==> config.mk <==
export PLATFORM = sky130hd
export DESIGN_NAME = seg7_scroll_mux
export DESIGN_NICKNAME = d
export VERILOG_FILES = /design/src/rtl/seg7_pkg.sv /design/src/rtl/seg7_char_decode.sv /design/src/rtl/seg7_scroll_mux.sv
export SDC_FILE = /design/constraint.sdc
export NUM_CORES = 1
export LEC_CHECK = 0
export CORE_UTILIZATION = 43
export DETAILED_ROUTE_END_ITERATION = 6
export MAX_ROUTING_LAYER = met4
export PLACE_DENSITY = 0.61
export SKIP_LAST_GASP = 1
export SLEW_MARGIN = 10
export SYNTH_ARGS = -nofsm -noshare
export SYNTH_HDL_FRONTEND = slang
export SYNTH_SLANG_ARGS = --single-unit
==> constraint.sdc <==
create_clock -name clk -period 8.6 [get_ports clk]
set_clock_uncertainty 0.1 [all_clocks]
set_input_delay 1.72 -clock clk [delete_from_list [all_inputs] [get_ports clk]]
set_output_delay 1.72 -clock clk [all_outputs]
set_load 0.02 [all_outputs]
==> src/rtl/seg7_pkg.sv <==
// Shared definitions for the scrolling seven-segment driver: character codes,
// active-low segment patterns (bit6 = g .. bit0 = a) and the FSM state type.
package seg7_pkg;

   // Codes 0x00..0x0F are the hex digits themselves.
   localparam logic [4:0] CH_HEX_MAX = 5'h0F;
   localparam logic [4:0] CH_BLANK   = 5'h10;
   localparam logic [4:0] CH_DASH    = 5'h11;
   localparam logic [4:0] CH_U       = 5'h12;
   localparam logic [4:0] CH_L       = 5'h13;
   localparam logic [4:0] CH_T       = 5'h14;
   localparam logic [4:0] CH_R       = 5'h15;
   localparam logic [4:0] CH_N       = 5'h16;
   localparam logic [4:0] CH_I       = 5'h17;
   localparam logic [4:0] CH_O       = 5'h18;

   localparam logic [6:0] SEG_BLANK  = 7'h7F;
   localparam logic [6:0] SEG_U      = 7'b1000001;
   localparam logic [6:0] SEG_A      = 7'b0001000;
   localparam logic [6:0] SEG_E      = 7'b0000110;

   typedef enum logic {
      ST_IDLE,
      ST_SCROLL
   } state_t;

endpackage

==> src/rtl/seg7_char_decode.sv <==
// Combinational 5-bit character code to active-low segment pattern.
// Codes outside the table decode to blank.
module seg7_char_decode
   import seg7_pkg::*;
(
   input  logic [4:0] i_code,
   output logic [6:0] o_seg
);

   always_comb begin
      o_seg = SEG_BLANK;
      case (i_code)
         5'h00:    o_seg = 7'b1000000;
         5'h01:    o_seg = 7'b1111001;
         5'h02:    o_seg = 7'b0100100;
         5'h03:    o_seg = 7'b0110000;
         5'h04:    o_seg = 7'b0011001;
         5'h05:    o_seg = 7'b0010010;
         5'h06:    o_seg = 7'b0000010;
         5'h07:    o_seg = 7'b1111000;
         5'h08:    o_seg = 7'b0000000;
         5'h09:    o_seg = 7'b0010000;
         5'h0A:    o_seg = SEG_A;
         5'h0B:    o_seg = 7'b0000011;
         5'h0C:    o_seg = 7'b1000110;
         5'h0D:    o_seg = 7'b0100001;
         5'h0E:    o_seg = SEG_E;
         CH_HEX_MAX: o_seg = 7'b0001110;
         CH_BLANK: o_seg = SEG_BLANK;
         CH_DASH:  o_seg = 7'b0111111;
         CH_U:     o_seg = SEG_U;
         CH_L:     o_seg = 7'b1000111;
         CH_T:     o_seg = 7'b0000111;
         CH_R:     o_seg = 7'b0101111;
         CH_N:     o_seg = 7'b0101011;
         CH_I:     o_seg = 7'b1001111;
         CH_O:     o_seg = 7'b1000000;
         default:  o_seg = SEG_BLANK;
      endcase
   end

endmodule

==> src/rtl/seg7_scroll_mux.sv <==
// Scrolling-message driver for a multiplexed common-anode seven-segment display.
// Optional blink input (forces blank on odd scroll positions) under SEG7_BLINK_EN.
module seg7_scroll_mux
   import seg7_pkg::*;
#(
   parameter int N_DIGITS   = 4,
   parameter int MAX_LEN    = 32,
   parameter int AW         = 5,
   parameter int SCROLL_DIV = 5000000,
   parameter int MUX_DIV    = 50000
) (
   input  logic                clk,
   input  logic                rst_n,
   input  logic                activar,
`ifdef SEG7_BLINK_EN
   input  logic                blink,
`endif
   input  logic                wr_en,
   input  logic [AW-1:0]       wr_addr,
   input  logic [4:0]          wr_data,
   input  logic [AW:0]         msg_len,
   output logic [6:0]          seg,
   output logic [N_DIGITS-1:0] an,
   output logic                step_pulse,
   output logic                busy
);

   localparam int LW = AW + 1;
   localparam int PW = AW + 2;
   localparam int SW = (SCROLL_DIV > 1) ? $clog2(SCROLL_DIV) : 1;
   localparam int MW = (MUX_DIV > 1) ? $clog2(MUX_DIV) : 1;
   localparam int DW = (N_DIGITS > 1) ? $clog2(N_DIGITS) : 1;

   localparam logic [SW-1:0] STEP_LAST = SW'(SCROLL_DIV - 1);
   localparam logic [MW-1:0] MUX_LAST  = MW'(MUX_DIV - 1);
   localparam logic [DW-1:0] DIG_LAST  = DW'(N_DIGITS - 1);
   localparam logic [LW-1:0] LEN_MAX   = LW'(MAX_LEN);

   state_t              r_state;
   logic [AW:0]         r_len;
   logic [PW-1:0]       r_pos;
   logic [SW-1:0]       r_step;
   logic [MW-1:0]       r_mux;
   logic [DW-1:0]       r_dig;
   logic [6:0]          r_seg;
   logic [N_DIGITS-1:0] r_an;
   logic                r_step_pulse;
   logic [4:0]          r_mem [MAX_LEN];

   logic [PW-1:0]       w_last_pos;
   logic [PW-1:0]       w_idx;
   logic [PW-1:0]       w_midx;
   logic [4:0]          w_code;
   logic [6:0]          w_seg;
   logic [N_DIGITS-1:0] w_an;
   logic                w_blank;

   always_ff @(posedge clk) begin
      if (wr_en) r_mem[wr_addr] <= wr_data;
   end

   // Stream index shown on the lit digit: N_DIGITS leading blanks, then the message.
   assign w_last_pos = PW'(r_len) + PW'(N_DIGITS - 1);
   assign w_idx      = r_pos + PW'(N_DIGITS - 1) - PW'(r_dig);
   assign w_midx     = w_idx - PW'(N_DIGITS);
   assign w_code     = (w_idx >= PW'(N_DIGITS) && w_midx < PW'(r_len)) ?
                       r_mem[w_midx[AW-1:0]] : CH_BLANK;
   assign w_an       = ~(N_DIGITS'(1) << r_dig);

`ifdef SEG7_BLINK_EN
   assign w_blank = blink & r_pos[0];
`else
   assign w_blank = 1'b0;
`endif

   seg7_char_decode u_dec (
      .i_code (w_code),
      .o_seg  (w_seg)
   );

   always_ff @(posedge clk or negedge rst_n) begin
      if (!rst_n) begin
         r_state      <= ST_IDLE;
         r_len        <= '0;
         r_pos        <= '0;
         r_step       <= '0;
         r_mux        <= '0;
         r_dig        <= '0;
         r_seg        <= SEG_BLANK;
         r_an         <= '1;
         r_step_pulse <= 1'b0;
      end else begin
         case (r_state)
            ST_IDLE: begin
               r_pos        <= '0;
               r_step       <= '0;
               r_mux        <= '0;
               r_dig        <= '0;
               r_seg        <= SEG_BLANK;
               r_an         <= '1;
               r_step_pulse <= 1'b0;
               if (activar && msg_len != '0) begin
                  r_state <= ST_SCROLL;
                  r_len   <= (msg_len > LEN_MAX) ? LEN_MAX : msg_len;
               end
            end
            ST_SCROLL: begin
               if (!activar) begin
                  r_state      <= ST_IDLE;
                  r_pos        <= '0;
                  r_step       <= '0;
                  r_mux        <= '0;
                  r_dig        <= '0;
                  r_seg        <= SEG_BLANK;
                  r_an         <= '1;
                  r_step_pulse <= 1'b0;
               end else begin
                  r_seg <= w_blank ? SEG_BLANK : w_seg;
                  r_an  <= w_blank ? '1 : w_an;
                  if (r_step == STEP_LAST) begin
                     r_step       <= '0;
                     r_step_pulse <= 1'b1;
                     r_pos        <= (r_pos == w_last_pos) ? '0 : r_pos + 1'b1;
                  end else begin
                     r_step       <= r_step + 1'b1;
                     r_step_pulse <= 1'b0;
                  end
                  if (r_mux == MUX_LAST) begin
                     r_mux <= '0;
                     r_dig <= (r_dig == DIG_LAST) ? '0 : r_dig + 1'b1;
                  end else begin
                     r_mux <= r_mux + 1'b1;
                  end
               end
            end
            default: r_state <= ST_IDLE;
         endcase
      end
   end

   assign seg        = r_seg;
   assign an         = r_an;
   assign step_pulse = r_step_pulse;
   assign busy       = (r_state == ST_SCROLL);

endmodule

==> results.toml <==
[status]
status = "complete, no violations"

[power]
finalPower_mw = 2.273
internal_power_mw = 1.790
pwr-share-comb = 0.037
p_seq_frac = 0.527
p_sw_frac = 0.2128
ir_drop_mv = 0.1663
p_switching_mw = 0.4838
power.density_nw_per_um2 = 193.0
p_leak_nw = 4.237
clockPowerShare = 0.435

[global_routing]
grtUsageMet1 = 0.2268
antenna_found_initial = 0
first_global_vias = 6322
grt_pass1_wl_mm = 33.87
grt_overflow_total = 0
grtUsageMet3 = 0.02683
use_met2 = 0.3114
busiest_layer = "met2"
grt_max_degree = 68
grt_usage = 0.1822

[cts]
cts_hold_buf = 0
cts_max_path_buffers = 3
cts_tree = "done"
cts_sinks = 227
cts.clk_slew.worst_paths_ns = 0.06
cts_buffers = 25
cts_resized = 0
clk_latency_ns = 0.54
cts_root_buf = "clkbuf_16"
htree_levels = 1
cts_setup_buffers = 0

[synthesis]
ys_seq_area_frac = 0.6238
yosysMostFrequentCell = "edfxtp_1"
synthTopCellsByArea = "edfxtp_1 46%, dfrtp_1 13%, mux4_2 6.3%"
synthCells = 741
yosysUniqueCellTypes = 60
synth.top_cell.area_share = 0.4615
synth-edff-count = 160
ys_ff_latch = 227
ys.flop_type = "edfxtp_1"
synth_area_per_cell_sq_um = 14.05
synth_common_cells = "160 x edfxtp_1, 85 x nor2_1, 56 x dfrtp_1"
syn-cell-area_sq_um = 10410
async_flop_share = 0.2952
yosys_warnings = 0
yosysTopAreaCell = "edfxtp_1"
syn_nets = 792

[placed_design]
hpwl_mm = 14.08
port_buffers = 32
gp_congestion = 0.9068
place_ws_ns = 1.833
dpl.cell_count = 1070

[setup_path]
critPathArrivalTime_ns = 7.21
reg2reg_from = "r_dig[1]"
worstSetupStartpointType = "register"
cp_max_fo = 17
crit_path_end_kind = "register"
path_class = "reg2reg"
cp_data_required_time_ns = 8.95
r2r_setup_slack_ns = 1.74
r2r-end = "seg[5]"
r2r_cells = 21

[detailed_routing]
firstDrtPassIters = 5
via_count = 6136
drc = 0
viasPerCell = 5.498
postRouteAntennaNets = 0
drtIter0Drc = 360
routedWlPerCell_um = 18.86
routed_wl_mm = 21.05

[finish]
drive_gt1_frac = 0.1205
final_nets = 829
antenna_cells = 0
syn2layout_area_growth_pct = 13.15
fin_cells = 1116
final_util = 0.4989

[sta]
period_share = 0.7978
worstMarginPinSlew_ns = 1.153
hold_viol = 0
rsz0062_at_grt = "false"
setup_violations = 0
relSlewSlack = 0.2292
setup_ws_ns = 1.739
max_freq_mhz = 145.8
tns_ns = 0
drv_slew = 0
period_minus_slack_ns = 6.861

[hold_path]
min_to = "r_mux[0]"
hold_class = "reg2reg"
hp-start = "r_mux[0]"
min_path_cells = 1

[floorplanning]
chipWidth_um = 157.6
dieHeight_um = 157.6
core_sq_um = 23610
die-area_sq_um = 24840
start_util = 0.4409
rows = 56
ios = 33

[flow_run]
maxCapViolCount = 0
## metal layers
| layer | vias up | share of wire | routed length, um |
|---|---|---|---|
| li1 | 2856 | - | - |
| met4 | 0 | 0.024 | 504 |
| met3 | 40 | 0.042 | 876 |
| met5 | - | 0 | 0 |
| met1 | 3095 | 0.43 | 8992 |
| met2 | 145 | 0.51 | 10680 |
## sequential cells by signal (all words and copies together), names as in the netlist
| register | flops |
|---|---|
| r_len | 6 |
| r_dig | 2 |
| step_pulse | 1 |
| r_mem | 160 |
| r_step | 23 |
| busy | 1 |
| r_pos | 7 |
| seg | 7 |
| r_mux | 16 |
| an | 4 |
## power by group through the flow
stage	registers [mW]	clock network, mW	logic [mW]
finish	1.20	0.990	0.0849
global route	1.20	1.06	0.0945
CTS	1.20	1.01	0.0871
detailed placement	1.22	0	0.0867
global placement	1.22	0	0.0841
floorplan	1.22	0	0.0411
## worst max-delay path, cell delays in order, from the launching register on
cell      delay [ns]
dfrtp_1         0.41
inv_1           0.14
ha_1            0.25
ha_2            0.20
fa_1            1.08
inv_1           0.50
ha_1            0.44
or2_2           0.30
a211o_1         0.30
and2_1          0.30
inv_1           0.11
ha_1            0.24
a21oi_1         0.14
o21ai_0         0.10
a21oi_1         0.20
nand3_1         0.32
nor2_1          0.45
inv_1           0.16
ha_1            0.29
a211oi_1        0.26
a21oi_1         0.08
a2111o_1        0.41
## cell families after synthesis
family / Yosys count / synth area share
adders and majority gates: 31 / 0.03798
and+or+nand+nor: 238 / 0.1126
buffers and inverters: 52 / 0.02259
xor gates and xnor gates: 45 / 0.03786
DFF: 227 / 0.6238
AOI/OAI and AO/OA: 87 / 0.05336
muxes: 61 / 0.1118
## how the worst max path moves through the flow
stage	start	end	slack [ns]	cells after the start
2_1_floorplan	r_dig[1]	seg[5]	2.94	25
3_3_place_gp	r_dig[1]	seg[5]	2.19	21
3_5_place_dp	r_dig[1]	seg[5]	1.83	21
4_1_cts	r_dig[1]	seg[5]	1.80	21
5_1_grt	r_dig[1]	seg[5]	1.26	21
6_report	r_dig[1]	seg[5]	1.74	21
## cells in the final DEF (no fill, tap or decap), drive strengths merged, types with 3 or more instances in the layout
cell	n
edfxtp	160
nor2	85
dfrtp	56
nand2	43
mux4	40
clkbuf	33
clkdlybuf4s50	30
ha	30
xnor2	28
inv	26
o21ai	23
nand3	23
a21oi	20
xor2	17
and3	17
mux2i	12
nand3b	11
dfstp	11
clkinv	11
mux2	9
or3	9
nor3	8
a31oi	8
nor2b	7
nand4	7
buf	6
nand2b	5
a211oi	5
and2	5
o22ai	5
o211ai	4
o31ai	3
a211o	3
nor3b	3
a21o	3
or2	3
## stage by stage
| step | instance area (sq um) | hold slack (ns) |
|---|---|---|
| floorplan | 10410 | 0.3251 |
| global placement | 11020 | 0.3342 |
| detailed placement | 11020 | 0.3525 |
| CTS | 11790 | 0.3604 |
| global route | 11780 | 0.3829 |
| finish | 11780 | 0.3583 |
## layout make-up
| type | count | area (sq um) |
|---|---|---|
| Fill cell | 2031 | 11830 |
| Sequential cell | 227 | 6495 |
| Multi-Input combinational cell | 462 | 3686 |
| Clock buffer | 33 | 655.6 |
| Tap cell | 319 | 399.1 |
| Timing Repair Buffer | 36 | 340.3 |
| Clock inverter | 13 | 106.4 |
| Inverter | 26 | 97.59 |
(Power assumes the default switching activity.)
